===== config.mk =====
export PLATFORM = sky130hd
export DESIGN_NAME = lc3_mem_access_seq_flat
export DESIGN_NICKNAME = d
export VERILOG_FILES = /design/src/rtl/lc3_mem_access_seq_pkg.sv /design/src/rtl/lc3_mem_access_seq_if.sv /design/src/rtl/lc3_mem_access_seq_mem_wait_timer.sv /design/src/rtl/lc3_mem_access_seq.sv /design/src/flat_wrapper.sv
export SDC_FILE = /design/constraint.sdc
export NUM_CORES = 1
export LEC_CHECK = 0
export ABC_CLOCK_PERIOD_IN_PS = 1400
export CAP_MARGIN = 20
export CORE_UTILIZATION = 39
export CTS_BUF_LIST = sky130_fd_sc_hd__clkbuf_16
export DETAILED_ROUTE_END_ITERATION = 16
export PLACE_DENSITY_LB_ADDON = 0.15
export SLEW_MARGIN = 15
export SYNTH_ARGS = -nofsm -noshare
export SYNTH_HDL_FRONTEND = slang
export SYNTH_HIERARCHICAL = 1
export SYNTH_SLANG_ARGS = --single-unit
export TNS_END_PERCENT = 5

===== constraint.sdc =====
create_clock -name Clk -period 1.4 [get_ports Clk]
set_clock_uncertainty 0.15 [all_clocks]
set_input_delay 0.28 -clock Clk [delete_from_list [all_inputs] [get_ports Clk]]
set_output_delay 0.28 -clock Clk [all_outputs]
set_load 0.005 [all_outputs]

===== src/rtl/lc3_mem_access_seq_pkg.sv =====
// lc3_pkg: shared types and constants for the LC-3 load/store access sequencer.
// Holds the sequencer state enum, the memory opcodes and the ADDR2MUX encodings,
// plus small opcode classifiers used by the control decode.
package lc3_pkg;

    typedef enum logic [2:0] {
        IDLE,
        MAR,
        RD,
        IMAR,
        WMDR,
        WR,
        DONE
    } state_t;

    localparam logic [3:0] OP_LD  = 4'b0010;
    localparam logic [3:0] OP_LDI = 4'b1010;
    localparam logic [3:0] OP_LDR = 4'b0110;
    localparam logic [3:0] OP_ST  = 4'b0011;
    localparam logic [3:0] OP_STI = 4'b1011;
    localparam logic [3:0] OP_STR = 4'b0111;

    typedef enum logic [1:0] {
        A2_ZERO    = 2'b00,
        A2_OFF6    = 2'b01,
        A2_PCOFF9  = 2'b10,
        A2_PCOFF11 = 2'b11
    } addr2_sel_t;

    function automatic logic is_legal(input logic [3:0] op);
        return op inside {OP_LD, OP_LDI, OP_LDR, OP_ST, OP_STI, OP_STR};
    endfunction

    function automatic logic is_load(input logic [3:0] op);
        return op inside {OP_LD, OP_LDI, OP_LDR};
    endfunction

    function automatic logic is_indirect(input logic [3:0] op);
        return op inside {OP_LDI, OP_STI};
    endfunction

    // Base+offset6 addressing (LDR/STR); everything else is PC-relative.
    function automatic logic is_base_rel(input logic [3:0] op);
        return op inside {OP_LDR, OP_STR};
    endfunction

    // Stores that write straight to the computed address without a pointer read.
    function automatic logic is_direct_store(input logic [3:0] op);
        return op inside {OP_ST, OP_STR};
    endfunction

endpackage


===== src/rtl/lc3_mem_access_seq_if.sv =====
// lc3_mem_access_seq_if: ISDU request, memory handshake and datapath control
// strobes of the LC-3 load/store sequencer. master = sequencer side.
interface lc3_mem_access_seq_if;
    logic       start;
    logic [3:0] opcode;
    logic       mem_ready;
    logic       ADDR1MUX_SELECT;
    logic [1:0] ADDR2MUX_SELECT;
    logic       GateMARMUX;
    logic       GateMDR;
    logic       GateALU;
    logic       LD_MAR;
    logic       LD_MDR;
    logic       LD_REG;
    logic       LD_CC;
    logic       MIO_EN;
    logic       MEM_WE;
    logic       busy;
    logic       done;
    logic       err;

    modport master (
        input  start, opcode, mem_ready,
        output ADDR1MUX_SELECT, ADDR2MUX_SELECT, GateMARMUX, GateMDR, GateALU,
               LD_MAR, LD_MDR, LD_REG, LD_CC, MIO_EN, MEM_WE, busy, done, err
    );

    modport slave (
        output start, opcode, mem_ready,
        input  ADDR1MUX_SELECT, ADDR2MUX_SELECT, GateMARMUX, GateMDR, GateALU,
               LD_MAR, LD_MDR, LD_REG, LD_CC, MIO_EN, MEM_WE, busy, done, err
    );
endinterface


===== src/rtl/lc3_mem_access_seq_mem_wait_timer.sv =====
// mem_wait_timer: watchdog for a single memory access. Counts consecutive cycles
// spent waiting on mem_ready and flags expiry on the last allowed waiting cycle.
// Only instantiated when LC3_MEM_TIMEOUT_EN is defined.
module mem_wait_timer #(
    parameter int TIMEOUT_CYCLES = 16
) (
    input  logic Clk,
    input  logic Reset,
    input  logic waiting,
    output logic expired
);
    localparam int CW = (TIMEOUT_CYCLES > 1) ? $clog2(TIMEOUT_CYCLES) : 1;
    localparam logic [CW-1:0] LAST = CW'(TIMEOUT_CYCLES - 1);

    logic [CW-1:0] count;

    assign expired = waiting && (count == LAST);

    // Count waiting cycles; any cycle not waiting restarts the count for the next access.
    always_ff @(posedge Clk) begin
        if (Reset || !waiting) begin
            count <= '0;
        end else if (!expired) begin
            count <= count + 1'b1;
        end
    end
endmodule


===== src/rtl/lc3_mem_access_seq.sv =====
// lc3_mem_access_seq: sequences LC-3 LD/LDR/LDI/ST/STR/STI through the address
// datapath (ADDR1MUX/ADDR2MUX/MARMUX, MAR, MDR) and the memory ready handshake.
// Optional build macro LC3_MEM_TIMEOUT_EN adds a per-access mem_ready watchdog.
module lc3_mem_access_seq
    import lc3_pkg::*;
#(
    parameter int TIMEOUT_CYCLES = 16
) (
    input  logic                 Clk,
    input  logic                 Reset,
    lc3_mem_access_seq_if.master bus
);
    state_t     state, state_nxt;
    logic [3:0] op_q;
    logic       ind_q;
    logic       err_q;
    logic       timeout;

`ifdef LC3_MEM_TIMEOUT_EN
    logic waiting;
    assign waiting = ((state == RD) || (state == WR)) && !bus.mem_ready;

    mem_wait_timer #(.TIMEOUT_CYCLES(TIMEOUT_CYCLES)) u_mem_wait_timer (
        .Clk     (Clk),
        .Reset   (Reset),
        .waiting (waiting),
        .expired (timeout)
    );
`else
    assign timeout = 1'b0;
`endif

    // State register plus the per-access context: opcode, indirect pass and error.
    always_ff @(posedge Clk) begin
        // NOTE: sequential state uses non-blocking assignments so every register
        // samples pre-edge values, independent of statement order.
        if (Reset) begin
            state <= IDLE;
            op_q  <= 4'b0000;
            ind_q <= 1'b0;
            err_q <= 1'b0;
        end else begin
            state <= state_nxt;
            case (state)
                IDLE: begin
                    if (bus.start) begin
                        op_q  <= bus.opcode;
                        err_q <= !is_legal(bus.opcode);
                    end
                end
                IMAR:    ind_q <= 1'b1;
                RD, WR:  if (timeout) err_q <= 1'b1;
                DONE: begin
                    ind_q <= 1'b0;
                    err_q <= 1'b0;
                end
                default: ;
            endcase
        end
    end

    // Next-state and Moore strobe decode; LD_MDR in RD follows mem_ready directly.
    always_comb begin
        // NOTE: every output gets a default first so no path leaves one unassigned,
        // which would otherwise infer a latch.
        state_nxt           = state;
        bus.ADDR1MUX_SELECT = 1'b0;
        bus.ADDR2MUX_SELECT = A2_ZERO;
        bus.GateMARMUX      = 1'b0;
        bus.GateMDR         = 1'b0;
        bus.GateALU         = 1'b0;
        bus.LD_MAR          = 1'b0;
        bus.LD_MDR          = 1'b0;
        bus.LD_REG          = 1'b0;
        bus.LD_CC           = 1'b0;
        bus.MIO_EN          = 1'b0;
        bus.MEM_WE          = 1'b0;
        bus.busy            = (state != IDLE);
        bus.done            = 1'b0;
        bus.err             = 1'b0;

        case (state)
            IDLE: begin
                if (bus.start) begin
                    state_nxt = is_legal(bus.opcode) ? MAR : DONE;
                end
            end
            MAR: begin
                bus.ADDR1MUX_SELECT = is_base_rel(op_q);
                bus.ADDR2MUX_SELECT = is_base_rel(op_q) ? A2_OFF6 : A2_PCOFF9;
                bus.GateMARMUX      = 1'b1;
                bus.LD_MAR          = 1'b1;
                state_nxt           = is_direct_store(op_q) ? WMDR : RD;
            end
            RD: begin
                bus.MIO_EN = 1'b1;
                bus.LD_MDR = bus.mem_ready;
                if (bus.mem_ready) begin
                    state_nxt = (!ind_q && is_indirect(op_q)) ? IMAR : DONE;
                end else if (timeout) begin
                    state_nxt = DONE;
                end
            end
            IMAR: begin
                bus.GateMDR = 1'b1;
                bus.LD_MAR  = 1'b1;
                state_nxt   = (op_q == OP_LDI) ? RD : WMDR;
            end
            WMDR: begin
                bus.GateALU = 1'b1;
                bus.LD_MDR  = 1'b1;
                state_nxt   = WR;
            end
            WR: begin
                bus.MIO_EN = 1'b1;
                bus.MEM_WE = 1'b1;
                if (bus.mem_ready || timeout) begin
                    state_nxt = DONE;
                end
            end
            DONE: begin
                bus.done = 1'b1;
                bus.err  = err_q;
                if (is_load(op_q) && !err_q) begin
                    bus.GateMDR = 1'b1;
                    bus.LD_REG  = 1'b1;
                    bus.LD_CC   = 1'b1;
                end
                state_nxt = IDLE;
            end
            default: state_nxt = IDLE;
        endcase
    end
endmodule


===== src/flat_wrapper.sv =====
// flat-port wrapper written by rule: the top's interface ports become plain ports
module lc3_mem_access_seq_flat import lc3_pkg::*;
#(
    parameter int TIMEOUT_CYCLES = 16
)
  (Clk, Reset, bus_start, bus_opcode, bus_mem_ready, bus_ADDR1MUX_SELECT, bus_ADDR2MUX_SELECT, bus_GateMARMUX, bus_GateMDR, bus_GateALU, bus_LD_MAR, bus_LD_MDR, bus_LD_REG, bus_LD_CC, bus_MIO_EN, bus_MEM_WE, bus_busy, bus_done, bus_err);
  lc3_mem_access_seq_if bus_i ();
  input  logic Clk;
  input  logic Reset;
  input wire logic [$bits(bus_i.start)-1:0] bus_start;
  input wire logic [$bits(bus_i.opcode)-1:0] bus_opcode;
  input wire logic [$bits(bus_i.mem_ready)-1:0] bus_mem_ready;
  output wire logic [$bits(bus_i.ADDR1MUX_SELECT)-1:0] bus_ADDR1MUX_SELECT;
  output wire logic [$bits(bus_i.ADDR2MUX_SELECT)-1:0] bus_ADDR2MUX_SELECT;
  output wire logic [$bits(bus_i.GateMARMUX)-1:0] bus_GateMARMUX;
  output wire logic [$bits(bus_i.GateMDR)-1:0] bus_GateMDR;
  output wire logic [$bits(bus_i.GateALU)-1:0] bus_GateALU;
  output wire logic [$bits(bus_i.LD_MAR)-1:0] bus_LD_MAR;
  output wire logic [$bits(bus_i.LD_MDR)-1:0] bus_LD_MDR;
  output wire logic [$bits(bus_i.LD_REG)-1:0] bus_LD_REG;
  output wire logic [$bits(bus_i.LD_CC)-1:0] bus_LD_CC;
  output wire logic [$bits(bus_i.MIO_EN)-1:0] bus_MIO_EN;
  output wire logic [$bits(bus_i.MEM_WE)-1:0] bus_MEM_WE;
  output wire logic [$bits(bus_i.busy)-1:0] bus_busy;
  output wire logic [$bits(bus_i.done)-1:0] bus_done;
  output wire logic [$bits(bus_i.err)-1:0] bus_err;
  assign bus_i.start = bus_start;
  assign bus_i.opcode = bus_opcode;
  assign bus_i.mem_ready = bus_mem_ready;
  assign bus_ADDR1MUX_SELECT = bus_i.ADDR1MUX_SELECT;
  assign bus_ADDR2MUX_SELECT = bus_i.ADDR2MUX_SELECT;
  assign bus_GateMARMUX = bus_i.GateMARMUX;
  assign bus_GateMDR = bus_i.GateMDR;
  assign bus_GateALU = bus_i.GateALU;
  assign bus_LD_MAR = bus_i.LD_MAR;
  assign bus_LD_MDR = bus_i.LD_MDR;
  assign bus_LD_REG = bus_i.LD_REG;
  assign bus_LD_CC = bus_i.LD_CC;
  assign bus_MIO_EN = bus_i.MIO_EN;
  assign bus_MEM_WE = bus_i.MEM_WE;
  assign bus_busy = bus_i.busy;
  assign bus_done = bus_i.done;
  assign bus_err = bus_i.err;
  lc3_mem_access_seq #(.TIMEOUT_CYCLES(TIMEOUT_CYCLES)) u_core (.Clk(Clk), .Reset(Reset), .bus(bus_i));
endmodule

# After elaboration in Yosys (flattened, before gate mapping)
# Index checks and enable logic that the tools add are counted.
word_totals:
  reg_bits: 9
  latchBits: 0
  mem_bits_rw: 0
  mem_bits_ro: 0
  input_bits: 8
  output_inout_bits: 15
  word_cells: 69
  mem_count: 0
op_classes:
  n_addsub: 0
  n_mul: 0
  div_mod_pow: 0
  order_cmp: 0
  eq_ne: 21
  n_shift: 0
  muxes: 25
  bitwise: 0
  n_reduce_logical: 19
ops:
  columns: ["op", "count"]
  rows:
  - ["$mux W3", 7]
  - ["$pmux W3 S6", 1]
  - ["$eq A4 B2 Y1 const B", 4]
  - ["$eq A4 B3 Y1 const B", 4]
  - ["$eq A4 B4 Y1 const B", 4]
  - ["$mux W1", 11]
  - ["$reduce_bool A2 Y1", 5]
  - ["$eq A3 B3 Y1 const B", 3]
  - ["$pmux W1 S2", 4]
  - ["$eq A3 B2 Y1 const B", 2]
  - ["$ne A2 B2 Y1 const B", 3]
  - ["$reduce_bool A3 Y1", 2]
  - ["$reduce_bool A6 Y1", 1]
  - ["$mux W2", 2]
  - ["$reduce_and A2 Y1", 2]
  - ["$reduce_or A2 Y1", 2]
  - ["$eq A3 B1 Y1 const B", 1]
  - ["$logic_not A1 Y1", 3]
  - ["$logic_not A3 Y1", 1]
  - ["$reduce_and A3 Y1", 1]
  - ["$logic_and A1 B1 Y1", 2]

# Logic depth before layout (Yosys ltp)
logic_depth:
  ltp_word: 6
  depth_mapped: 6
  mapped_depth_nobuf: 4

# Least setup slack after synthesis
# OpenSTA, ideal clock, no wires.
synth_path:
  path_kind: "flip-flop to output port"
  startpoint: "reg u_core.op_q[0]"
  endpoint: "out bus_LD_REG"
  arrival_ps: 1099
  required_ps: 970
  slack_ps: -129
  path_stages_with_launch: 5
  path_buffers: 1
  cell_sequence: "dfxtp_1 -> nand2b_1 -> a211o_1 -> nor3_1 -> buf_4"
synth_between:
  elab_chain_len: 5
  elab_cells_between_ends: 7
synth_rtl:
  columns: ["element", "line", "rtl"]
  rows:
  - ["start: declaration", "lc3_mem_access_seq.sv:14", "logic [3:0] op_q;"]
  - ["start signal: assignment", "lc3_mem_access_seq.sv:47", "op_q <= bus.opcode;"]
  - ["$eq A4 B2 Y1, or another cell as far along", "lc3_mem_access_seq_pkg.sv:35", "return op inside {OP_LD, OP_LDI, OP_LDR};"]
  - ["$reduce_bool A3 Y1 (*)", "lc3_mem_access_seq_pkg.sv:35", null]
  - ["$logic_and A1 B1 Y1 (*)", "lc3_mem_access_seq.sv:124", "if (is_load(op_q) && !err_q) begin"]
  - ["$mux W1 (*) (2 in a row)", null, null]
  - ["end: declaration", "flat_wrapper.sv:20", "output wire logic [$bits(bus_i.LD_REG)-1:0] bus_LD_REG;"]
# Mark *: on every way between the ends. The rest lies on a longest branch, timed or not.

# Worst setup path after layout
layout_path:
  startpoint: "reg u_core.op_q[0]"
  endpoint: "out bus_LD_REG"
layout_between:
  elab_chain_len: 5
  elab_cells_between_ends: 7
layout_rtl:
  columns: ["element", "line", "rtl"]
  rows:
  - ["$eq A4 B2 Y1, or another cell as far along", "lc3_mem_access_seq_pkg.sv:35", null]
  - ["$reduce_bool A3 Y1 (*)", "lc3_mem_access_seq_pkg.sv:35", null]
  - ["$logic_and A1 B1 Y1 (*)", "lc3_mem_access_seq.sv:124", null]
  - ["$mux W1 (*)", "lc3_mem_access_seq.sv:124", null]
  - ["$mux W1 (*)", "lc3_mem_access_seq.sv:82", "case (state)"]
# Marked as above.

==> results.json <==
{
  "instances_no_fill": 150,
  "fin_crit_ns": 1.81,
  "grt_pass1_wl_um": 4020,
  "worstSetupEndpoint": "bus_LD_REG",
  "grt_pass1_vias": 867,
  "drc_errors": 0,
  "ff2ff_path_depth": 6,
  "synth_top_area_share_pct": 27.5,
  "hold_path_class": "input pin to register",
  "finalWorstSetupSlack_ns": -0.411,
  "slew_violations": 0,
  "vias_per_cell": 5.77,
  "synth-edff-count": 0,
  "reg2reg_from": "u_core/state[0]$_SDFFE_PP0P_",
  "crit_path_start": "u_core/op_q[0]$_SDFFE_PP0P_",
  "irDropWorstVdd_uv": 1280,
  "finalHoldViolCount": 0,
  "nets": 143,
  "cts-buffers-inserted": 3,
  "grt.overflow.total": 0,
  "r2r-end": "u_core/op_q[3]$_SDFFE_PP0P_",
  "yosys.area.top_type": "dfxtp_1",
  "cts_tree": "done",
  "yosysWarnings": 6,
  "grt_max_degree": 9,
  "hold_start": "bus_opcode[1]",
  "htreeDepth": 1,
  "fin_util_pct": 84.2,
  "antenna_found_initial": 0,
  "cp.required_ns": 0.97,
  "end_kind": "primary output",
  "ys_seq_elements": 9,
  "postRouteAntennaNets": 0,
  "clk_latency_ns": 0.24,
  "worst_ep_arrival_time_ns": 1.38,
  "synth_cells": 82,
  "syn-num-nets": 90,
  "worst_pin_slew_ns": 0.335,
  "post_route_cells_drive_above_1_share_pct": 56.0,
  "wl_per_cell_um": 16.8,
  "clockRootBuffer": "clkbuf_16",
  "syn_to_final_growth_pct": 98.3,
  "clk_path_buf_depth": 2,
  "die_w_um": 43.0,
  "dp_cells": 142,
  "die_y_um": 43.0,
  "async_flop_share_pct": 0,
  "rows": 14,
  "outcome": "finished with violations",
  "rrSetupSlack_ns": -0.36,
  "power.density_nw_per_um2": 1930,
  "dpl.hpwl_um": 1560,
  "crit_fanout": 2,
  "via_count": 866,
  "relSlewSlack_pct": 77.4,
  "drt_iter0_markers": 44,
  "io_buffers": 22,
  "rsz0062_at_grt": "yes",
  "syn_area_per_cell_um2": 7.98,
  "post-route-period-util_pct": 129,
  "drv_cap": 0,
  "coreArea_um2": 1540,
  "yosys.cell_count.top_type": "nor2_1",
  "start_kind": "register",
  "die_area_um2": 1850,
  "place.gp.congestion": 0.765,
  "setup_viol": 23,
  "synth_flop_cell": "dfxtp_1",
  "syn_area_um2": 654,
  "fmax_ghz": 0.552,
  "start_util_pct": 42.5,
  "synthTopCellsByCount": "nor2_1 (12), dfxtp_1 (9), inv_1 (6)",
  "violations": "negative setup slack",
  "critical_path_class": "register to primary output",
  "ys_types": 37,
  "path_clk_slew_ns": 0.04,
  "diodes": 0,
  "cts_num_sinks": 9,
  "grt_use_total_pct": 30.2,
  "power_leakage_nw": 0.584,
  "io_pins": 23,
  "first_pass_iters": 4,
  "wirelength_um": 2520,
  "yosys-top-cells-area": "dfxtp_1 (28%), nor2_1 (6.9%), mux2i_1 (6.1%)",
  "ys_seq_area_share_pct": 27.5
}
==> kinds of logic (layout without fill, tap and decap cells) <==
kind of cell / count (synthesis) / after routing / share of synthesized area [%]
simple gates: 35 / 35 / 31.9
compound gates: 20 / 20 / 24.7
buf+inv: 14 / 66 / 9.75
flops: 9 / 9 / 27.5
mux: 4 / 4 / 6.12
==> through the flow <==
stage	worst slack [ns]	area [um2]	power [mW]	hold WS (ns)	TNS, ns
floorplan	-0.0513	664	1.05	0.248	-0.161
global placement	-0.540	1100	1.75	0.343	-7.59
detailed placement	-0.529	1100	1.79	0.358	-8.26
CTS	-0.448	1270	2.42	0.341	-5.36
global route	-0.467	1300	2.63	0.389	-6.66
finish	-0.411	1300	2.50	0.350	-5.45
==> power breakdown <==
group / internal (mW) / switching (mW)
clock network: 0.374 / 0.136
logic: 0.853 / 0.683
registers: 0.359 / 0.0990
==> routing by layer <==
metal  GRT usage, %  part of all wire, %  vias to the layer above
li1               -                    -                      395
met1           33.7                   37                      410
met2           51.2                   52                       47
met3           7.66                  6.8                       14
met4           17.6                  3.5                        0
met5              0                    0                        -
==> cell type report <==
class                      instances  area, um2
tap                               16       20.0
inverter                           7       27.5
clock buffer                       3       75.1
clock inverter                     1       3.75
fill                              79        244
sequential                         9        193
multi-input combinational         59        484
timing repair buffer              55        494
==> what timing repair did <==
item / in CTS / in global routing
pin swaps: 13 / 3
setup endpoints to repair: 23 / 23
buffers inserted: 4 / 0
gates cloned: 0 / 0
hold buffers: 0 / 0
gates resized for setup: 78 / 7
==> worst min path at each step <==
stage               slack, ns  depth (start not counted)                            to
detailed placement       0.36                          2     u_core/ind_q$_SDFFE_PP0P_
CTS                      0.34                          3   u_core/op_q[1]$_SDFFE_PP0P_
global route             0.39                          3   u_core/op_q[1]$_SDFFE_PP0P_
global placement         0.34                          2     u_core/ind_q$_SDFFE_PP0P_
floorplan                0.25                          1  u_core/state[1]$_SDFFE_PP0P_
finish                   0.35                          3   u_core/op_q[1]$_SDFFE_PP0P_
==> placed cells by master (no fill, tap or decap), types with 2 or more instances in the layout <==
cell type	count
buf_4	26
nor2_1	9
buf_6	8
inv_1	7
clkdlybuf4s15_2	6
clkdlybuf4s50_1	5
buf_2	4
a21oi_1	4
mux2i_1	4
dfxtp_2	4
clkbuf_16	3
dlygate4sd2_1	3
nand2b_1	3
nor2_2	3
dfxtp_1	3
nor2b_4	2
nor3_2	2
nand2_2	2
nand3b_1	2
and3_1	2
o32ai_1	2
o21ai_0	2
a31oi_1	2
dfxtp_4	2
==> sequential cells by signal, summed over array words and instances, names as in the netlist <==
name,cells
u_core/state,3
u_core/ind_q,1
u_core/op_q,4
u_core/err_q,1
==> critical path, stage by stage, from the launching register on <==
cell and delay (ns):
dfxtp_2 0.31, nand2b_4 0.14, a211o_1 0.27, nor3_2 0.20, buf_4 0.14, buf_6 0.09
Power figures use the tool's default switching activity.
